File: config.mk
export PLATFORM = sky130hd
export DESIGN_NAME = comp_serial
export DESIGN_NICKNAME = d
export VERILOG_FILES = /design/src/rtl/comp_pkg.sv /design/src/rtl/comp_chunk.sv /design/src/rtl/comp_serial.sv
export SDC_FILE = /design/constraint.sdc
export NUM_CORES = 1
export LEC_CHECK = 0
export BUFFER_PORTS_ARGS = -buffer_cell sky130_fd_sc_hd__buf_2
export CAP_MARGIN = 20
export CELL_PAD_IN_SITES_DETAIL_PLACEMENT = 0
export CELL_PAD_IN_SITES_GLOBAL_PLACEMENT = 1
export CORE_ASPECT_RATIO = 1.25
export CORE_MARGIN = 2
export CORE_UTILIZATION = 40
export DETAILED_ROUTE_END_ITERATION = 10
export GPL_TIMING_DRIVEN = 0
export PLACE_DENSITY_LB_ADDON = 0.15
export SYNTH_ARGS = -nofsm -noshare
export SYNTH_HDL_FRONTEND = slang
export SYNTH_SLANG_ARGS = --single-unit
File: constraint.sdc
create_clock -name clk -period 2.1 [get_ports clk]
set_input_delay 0.525 -clock clk [delete_from_list [all_inputs] [get_ports clk]]
set_output_delay 0.525 -clock clk [all_outputs]
set_load 0.05 [all_outputs]
File: src/rtl/comp_pkg.sv
// Shared types and helpers for the serial magnitude comparator.
// Holds the FSM state encoding, the result encoding and the cycles-width helper.
package comp_pkg;

  typedef enum logic [1:0] {
    IDLE = 2'd0,
    CMP  = 2'd1,
    DONE = 2'd2
  } state_t;

  typedef enum logic [1:0] {
    RES_NONE = 2'd0,
    RES_EQ   = 2'd1,
    RES_GT   = 2'd2,
    RES_LT   = 2'd3
  } result_t;

  // Width needed to hold a chunk count in the range 0..nchunk.
  function automatic int cycles_width(input int nchunk);
    return $clog2(nchunk + 1);
  endfunction

endpackage

File: src/rtl/comp_chunk.sv
// Combinational CHUNK-bit unsigned magnitude compare.
// The caller applies any sign flip before presenting x and y.
module comp_chunk #(
  parameter int CHUNK = 4
) (
  input  logic [CHUNK-1:0] x,
  input  logic [CHUNK-1:0] y,
  output logic             gt,
  output logic             lt
);

  assign gt = (x > y);
  assign lt = (x < y);

endmodule

File: src/rtl/comp_serial.sv
// Serial MSB-first magnitude comparator with early termination.
// Operands are shifted left CHUNK bits per cycle; the top chunk feeds comp_chunk.
module comp_serial
  import comp_pkg::*;
#(
  parameter  int WIDTH  = 16,
  parameter  int CHUNK  = 4,
  localparam int NCHUNK = WIDTH / CHUNK,
  localparam int CW     = cycles_width(NCHUNK)
) (
  input  logic             clk,
  input  logic             rst_n,
  input  logic             in_valid,
  output logic             in_ready,
  input  logic [WIDTH-1:0] a,
  input  logic [WIDTH-1:0] b,
  input  logic             signed_mode,
  output logic             out_valid,
  input  logic             out_ready,
  output logic             eq,
  output logic             gt,
  output logic             lt,
  output logic [CW-1:0]    cycles
);

  state_t           state, next_state;
  result_t          result;
  logic [WIDTH-1:0] a_sh, b_sh;
  logic             smode;
  logic [CW-1:0]    cnt, cnt_inc, cycles_q;
  logic [CHUNK-1:0] xa, xb;
  logic             c_gt, c_lt, last;

  // Flipping the sign bit of the leading chunk maps two's-complement order onto unsigned order.
  always_comb begin
    // NOTE: every always_comb output gets a default first so no path leaves it unassigned (no latch).
    xa = a_sh[WIDTH-1 -: CHUNK];
    xb = b_sh[WIDTH-1 -: CHUNK];
    if (smode && (cnt == '0)) begin
      xa[CHUNK-1] = ~xa[CHUNK-1];
      xb[CHUNK-1] = ~xb[CHUNK-1];
    end
  end

  assign cnt_inc = cnt + CW'(1);
  assign last    = (cnt_inc == CW'(NCHUNK));

  comp_chunk #(.CHUNK(CHUNK)) u_chunk (
    .x  (xa),
    .y  (xb),
    .gt (c_gt),
    .lt (c_lt)
  );

  // State register
  always_ff @(posedge clk or negedge rst_n) begin
    // NOTE: sequential state uses non-blocking assignments so every flop samples pre-edge values.
    if (!rst_n) state <= IDLE;
    else        state <= next_state;
  end

  // Next-state logic
  always_comb begin
    next_state = state;
    unique case (state)
      IDLE:    if (in_valid) next_state = CMP;
      CMP:     if (c_gt || c_lt || last) next_state = DONE;
      DONE:    if (out_ready) next_state = IDLE;
      default: next_state = IDLE;
    endcase
  end

  // Handshake outputs decode from state only
  always_comb begin
    in_ready  = (state == IDLE);
    out_valid = (state == DONE);
  end

  // Datapath: operand shifters, chunk counter and result registers
  always_ff @(posedge clk or negedge rst_n) begin
    if (!rst_n) begin
      a_sh     <= '0;
      b_sh     <= '0;
      smode    <= 1'b0;
      cnt      <= '0;
      result   <= RES_NONE;
      cycles_q <= '0;
    end else begin
      unique case (state)
        IDLE: begin
          if (in_valid) begin
            a_sh  <= a;
            b_sh  <= b;
            smode <= signed_mode;
            cnt   <= '0;
          end
        end
        CMP: begin
          cnt <= cnt_inc;
          if (c_gt) begin
            result   <= RES_GT;
            cycles_q <= cnt_inc;
          end else if (c_lt) begin
            result   <= RES_LT;
            cycles_q <= cnt_inc;
          end else if (last) begin
            result   <= RES_EQ;
            cycles_q <= cnt_inc;
          end else begin
            a_sh <= a_sh << CHUNK;
            b_sh <= b_sh << CHUNK;
          end
        end
        DONE: begin
          if (out_ready) result <= RES_NONE;
        end
        default: ;
      endcase
    end
  end

  assign eq     = (result == RES_EQ);
  assign gt     = (result == RES_GT);
  assign lt     = (result == RES_LT);
  assign cycles = cycles_q;

endmodule

==> results of run 1 <==
## state kept, by name, summed over array words and instances, names as in the netlist
register,flops
cnt,3
state,2
result,2
cycles,3
a_sh,16
smode,1
b_sh,16
## power groups by stage
stage	sequential (W)	clock [W]	combinational [W]
after floorplan	0.00152	0	0.00228
after global placement	0.00150	0	0.00282
after detailed placement	0.00151	0	0.00283
after CTS	0.00150	0.000510	0.00295
after global routing	0.00157	0.000539	0.00346
final	0.00151	0.000488	0.00320
## stage by stage
stage                     total power [W]   util  setup slack, ns  area, um^2
after floorplan                   0.00380      -           0.0299        2380
after global placement            0.00432  0.465           -0.222        2690
after detailed placement          0.00434  0.465           -0.262        2690
after CTS                         0.00496  0.485           0.0192        2800
after global routing              0.00557  0.511         0.000257        2950
final                             0.00519  0.511           0.0863        2950
## cells in the mapped netlist (2+ instances only)
cell type / n
nand3b_1: 3
o2bb2ai_1: 8
a31oi_1: 7
nand2b_1: 5
nand2_1: 9
inv_1: 8
clkbuf_1: 5
nor3b_1: 3
dfrtp_1: 43
nor2b_1: 10
buf_12: 2
mux2_4: 16
mux2i_1: 6
o21ai_0: 9
ha_1: 9
mux2_2: 29
## worst max-delay path by stage
stage | from | depth (start not counted) | slack (ns) | to
2_1_floorplan | state[0] | 9 | 0.03 | a_sh[4]
6_report | state[1] | 6 | 0.09 | a_sh[5]
4_1_cts | a_sh[13] | 7 | 0.02 | a_sh[10]
5_1_grt | cnt[1] | 7 | 0.0003 | b_sh[8]
3_5_place_dp | state[1] | 7 | -0.26 | cnt[2]
3_3_place_gp | state[1] | 7 | -0.22 | cnt[2]
## placed cells by master, fill, tap and decap left out, drive strengths merged, types with 2 or more instances in the layout
cell type / instances
nand3b: 3
mux2: 45
mux2i: 6
clkbuf: 10
nor3b: 3
dfrtp: 43
nand2b: 6
o41ai: 2
o21ai: 9
nand3: 2
ha: 9
inv: 8
nand2: 9
a31oi: 7
nor2b: 10
buf: 59
o2bb2ai: 8
## kinds of logic after synthesis
kind of cell | synth area share
AOI/OAI and AO/OA | 0.0924
xor gates and xnor gates | 0.00370
adders and majority gates | 0.0475
buffers and inverters | 0.0459
DFF | 0.454
muxes | 0.265
and+or+nand+nor | 0.0919
## worst register-to-register path, delay by kind of cell (launching register included)
kind	cells	cell delay, ns
fa+ha+maj	1	0.20
buf+inv	3	0.68
flops	1	0.40
mux	2	0.63
## routing by layer
metal	global-route usage	up-vias	routed length, um	share of wire
li1	-	794	-	-
met1	0.224	781	2350	0.47
met2	0.250	31	2450	0.49
met3	0.0336	4	151	0.030
met4	0.0463	0	38	0.0076
met5	0	-	0	0
## final cells by class
class,count,area (um^2),area share
Clock buffer,6,72.6,0.0246
Multi-Input combinational cell,127,1300,0.439
Buffer,9,85.1,0.0288
Sequential cell,43,1080,0.365
Inverter,8,30.0,0.0102
Timing Repair Buffer,54,308,0.104
Tap cell,66,82.6,0.0280
## repair_timing
item                                    in CTS  in global routing
endpoints found under the setup margin      38                 25
hold buffers                                 0                  0
gates cloned                                 0                  0
pin swaps                                    1                  4
gates resized for setup                      7                 15
buffers inserted                             4                  5
==> metrics, run 1 <==
status=finished clean; global route overflow=0; dpl cells=about 300; Die Y=90.1 um; CP Class=reg -> reg; max incr delay on CP=0.40 ns; Synth top area share=0.454; Die X=between 70 and 80 um; Core Region=0.00578 mm^2; Slowest cell on crit path=dfrtp_1; wire per inst=between 15 and 20 um; Pwr per Cell Area=1760 mW/mm^2; cells after synthesis=around 190; initial antenna violation count=0; switch share=0.391; all-layer global routing usage=0.161; Setup crit end kind=flop; deepest clock path buffer count=2; Starting Density=0.410; clk sinks=43; Top-Level Pins=45; Post-synth EDFFs=0; critical path's top delay family=buffers and inverters; share of layout cells above drive strength 1=0.510; drt first pass iters=4; Hold Fails Final Rpt=0; minimum clock period=2.01 ns; sequential share of the synthesized area=0.454; Die Area=0.00656 mm^2; achievable clock frequency=0.497 GHz; Most used DFF post-synth=dfrtp_1; #FFs+latches synth=43; Worst-Margin Slew=approximately 0.53 ns; routed vias=1610; period utilization=0.959; first-pass GRT wire length=~8.0 mm; reg-to-reg setup timing slack=0.09 ns; CTS root buf=clkbuf_8; async set-reset flop share out of synthesis=1.00; Layout area overhead=24.6%; worst-path cell chain=inv_1 > ha_1 > buf_2 > buf_2 > mux2_2 > mux2_4; unrepaired setup endpoints after global routing=false; vias in the first global route=1620; CP Buf/Inv Count=3; post-route antenna net violation count=0; Final TNS setup=0 ns; Slew Viols, Final=0; DRT iter0 DRCs=37; DRC viols=0; endpoints failing setup=0; syn nets=234; placed wire-length estimate=about 3.5 mm; Reg-to-Reg End=a_sh[5]; startpoint types=flop; Reg2Reg Depth=6; Final GP Congestion=0.756; total CTS buffers=5; count of buffers from port buffering=44; Avg Inst Size Synth=12.6 um^2; critical-path maximum fanout=10; final-layout fill cell count=between 500 and 600; number of library cell types mapped by synthesis=32; Leakage Power=roughly 1.4 nW; Final Non-Filler Cells=313; Max Clock Skew=0.00708 ns; cell mode on critical path=buf_2; combinational share of power=0.616; row count=31; largest area contributor in the netlist=dfrtp_1; Max-Cap Viols=0; worst min path class=in -> async; fin nets=between 200 and 300; routed vias/inst=5.14; Rel. slew slack=0.648; ant diodes=0; largest net degree at the start of global routing=44; top cells by area, synth=dfrtp_1 45%, mux2_2 14%, mux2_4 10%; synthesized area=0.00237 mm^2; cell internal pwr=0.00316 W; warnings from Yosys=0; WP data arrival=2.19 ns; H-tree Lvls=2; sequential share of power=0.290; CP required=between 2 and 2.5 ns; clock network power share=0.094; CTS tree=done; Hold Slack=0.0577 ns; Reg clk slew, reported paths=0.08 ns; Worst R2R Start=state[1]; Psw=0.00203 W; wirelength, routed=4.99 mm; worst vdd ir=approximately 720 uV; Worst-Skew Late Latency=0.29 ns
Note: power is estimated with default switching activity, not from simulation.
==> inputs of run 2 (changes only) <==
ABC_AREA = 1   (was default)
CORE_UTILIZATION = 36   (was 40)
==> run 2 against run 1 <==
  * First-iteration DRC count is 97% higher
  * Register-to-register slack better by 0.18 ns
  * Combinational power is 26% lower
  * Via count is 24% higher
  * Clock skew hardly changed
  * Wire length is 6.0% higher
  * Largest cell class unchanged
  * Sequential share of layout area is 2.1 points higher
  * Final area is 5.5% lower
  * Clock power is 30% higher
  * Highest routed layer unchanged
  * Hold slack better by 0.051 ns
  * Critical endpoint is now in_ready
  * Global-route usage is 0.41 points higher
  * Non-clock buffer count is 4 lower
==> metrics, run 2 <==
status=finished clean; Reg clk slew, reported paths=0.09 ns (about the same); max incr delay on CP=0.41 ns (about the same); all-layer global routing usage=0.165 (+0.00412); worst-path cell chain=inv_1 > ha_1 > buf_2; global route overflow=0 (unchanged); area of placed instances=0.00266 mm^2 (-0.89%); unrepaired setup endpoints after global routing=false; Hold Fails Final Rpt=0 (unchanged); Top-Level Pins=45 (unchanged); vias in the first global route=2005 (+24%); largest net degree at the start of global routing=44 (unchanged); Synth top area share=0.461 (+0.00657); wirelength, routed=5.28 mm (+6.0%); post-CTS setup repair buffer count=0 (-4); DRT iter0 DRCs=73 (+97%); period utilization=0.910 (-0.0490); Leakage Power=1.59 nW (+17%); WP data arrival=1.39 ns (-0.80 ns); Avg Inst Size Synth=7.61 um^2 (-40%); placed wire-length estimate=3.86 mm (+10%); CTS root buf=clkbuf_8; design area=0.00279 mm^2 (-5.5%); routed vias=2003 (+24%); post-route antenna net violation count=0 (unchanged); endpoints failing setup=0 (unchanged); Die Area=0.00715 mm^2 (+9.0%); Final GP Congestion=0.792 (+4.8%); sequential share of the synthesized area=0.461 (+0.00657); combinational share of power=0.534 (-0.082); wire per inst=11.9 um (-25%); Core Region=0.00621 mm^2 (+7.4%); top cells by area, synth=dfrtp_1 46%, nand2_1 25%, nand3_1 6.4%; Worst-Skew Late Latency=0.30 ns (about the same); startpoint types=flop; worst min path class=in -> async; worst vdd ir=548 uV (-23%); deepest clock path buffer count=2 (unchanged); clock network power share=0.143 (+0.049); cell internal pwr=0.00238 W (-25%); total CTS buffers=5 (unchanged); sequential share of power=0.324 (+0.034); Starting Density=0.376 (-0.0336); Pwr per Cell Area=1590 mW/mm^2 (-9.4%); Slowest cell on crit path=dfrtp_1; Die X=76.1 um (+4.4%); switch share=0.465 (+0.0735); warnings from Yosys=0 (unchanged); minimum clock period=1.91 ns (-0.103 ns); cells after synthesis=307 (+63%); CP required=1.57 ns (-0.71 ns); Max Clock Skew=0.00681 ns (-0.000262 ns); Psw=0.00207 W (+1.7%); Max-Cap Viols=0 (unchanged); Total Power=0.00445 W (-14%); Rel. slew slack=0.665 (+0.0166); share of layout cells above drive strength 1=0.234 (-0.276); H-tree Lvls=2 (unchanged); Worst-Margin Slew=0.501 ns (-0.0250 ns); largest registers=a_sh (16), b_sh (16); CP Buf/Inv Count=2 (-1); crit path launch=state[0]; largest area contributor in the netlist=dfrtp_1; Setup crit end kind=output port; achievable clock frequency=0.523 GHz (+5.4%); Final TNS setup=0 ns (unchanged); Post-synth EDFFs=0 (unchanged); ant diodes=0 (unchanged); Layout area overhead=19.4%; count of buffers from port buffering=44 (unchanged); Most used DFF post-synth=dfrtp_1; first-pass GRT wire length=9.28 mm (+16%); CP Class=reg -> out; CTS tree=done; DRC viols=0 (unchanged); initial antenna violation count=0 (unchanged); Die Y=94.1 um (+4.4%); drt first pass iters=4 (unchanged); #FFs+latches synth=43 (unchanged); Resized Gates After CTS=0 (-7); most frequent cells in the layout=156 x nand2_1, 49 x buf_2, 43 x dfrtp_1; async set-reset flop share out of synthesis=1.00 (unchanged); syn nets=353 (+51%); synthesized area=0.00234 mm^2 (-1.4%); row count=32 (+3.2%); final-layout fill cell count=682 (+26%); most common cell after layout, fill and taps aside=nand2_1; routed vias/inst=4.51 (-12%); Worst R2R Start=state[1]; Final Util=0.449 (-0.0613); critical path's top delay family=flip-flops; clk sinks=43 (unchanged); most frequent cell after synthesis=nand2_1; critical-path maximum fanout=5 (-5); fin nets=405 (+38%); # hold bufs at CTS=0 (unchanged); Slew Viols, Final=0 (unchanged); commonest cells in the netlist=156 x nand2_1, 43 x dfrtp_1, 30 x nand3_1; number of library cell types mapped by synthesis=27 (-16%)
==> run 2: cell count changes in the layout (fill, tap and decap cells not counted), moves of 8 or more <==
cell	before	now
inv_1	8	16
mux2_2	29	1
mux2_4	16	0
nand2_1	8	156
nand2_2	1	11
nand3_1	1	30
nor2b_1	10	0
o2bb2ai_1	8	0
==> run 2: area by class of cell <==
class / count / area, um^2 / share of cell area
sequential: 43 / 1080 / 0.386
multi-input combinational: 231 / 1090 / 0.392
clock buffer: 5 / 68.8 / 0.0247
tap: 85 / 106 / 0.0381
clock inverter: 2 / 37.5 / 0.0135
buffer: 14 / 96.3 / 0.0345
inverter: 19 / 71.3 / 0.0256
timing repair buffer: 45 / 240 / 0.0861
==> run 2: metrics by stage <==
step | instances | setup WS (ns) | hold slack (ns)
floorplan | 307 | 0.212 | 0.229
detailed placement | 436 | 0.286 | 0.459
CTS | 443 | 0.174 | 0.409
global route | 444 | 0.0963 | 0.135
global placement | 436 | 0.314 | 0.454
finish | 444 | 0.189 | 0.109
==> run 2: worst paths after layout <==
path | end | slack [ns] | cells after the start
setup / recovery | in_ready | 0.19 | 3
hold / removal | cnt[0] | 0.11 | 1
setup reg to reg | b_sh[13] | 0.27 | 7
hold reg to reg | a_sh[2] | 0.47 | 2
max in group asynchronous | b_sh[9] | 1.51 | 2
min in group clk | a_sh[3] | 0.42 | 3
==> run 2: worst reg2reg max path, delay by kind of cell, from the launching register on <==
kind	cells	cell delay, ns
buffers and inverters	3	0.55
flip-flops	1	0.41
AO/OA/AOI/OAI	1	0.33
adder cells (fa/ha/maj)	1	0.27
AND/OR/NAND/NOR	2	0.19
==> run 2: cell families (layout without fill, tap and decap cells) <==
kind of cell,Yosys count,in the layout,synth area share
AO/OA/AOI/OAI,9,9,0.0252
adder cells (fa/ha/maj),9,9,0.0482
buffers and inverters,33,85,0.0718
flip-flops,43,43,0.461
multiplexers,1,1,0.00482
AND/OR/NAND/NOR,212,212,0.389
==> run 2: metal layers <==
metal	GRT usage	vias to the layer above	part of all wire
met5	0	-	0
met1	0.193	894	0.45
li1	-	1060	-
met2	0.304	43	0.50
met3	0.0298	6	0.036
met4	0.0545	0	0.015
==> run 2: power groups by stage <==
stage               registers [W]  logic, W  clock network (W)
finish                    0.00144   0.00237           0.000635
floorplan                 0.00148   0.00181                  0
global route              0.00149   0.00273           0.000676
detailed placement        0.00146   0.00241                  0
global placement          0.00145   0.00238                  0
CTS                       0.00144   0.00242           0.000658
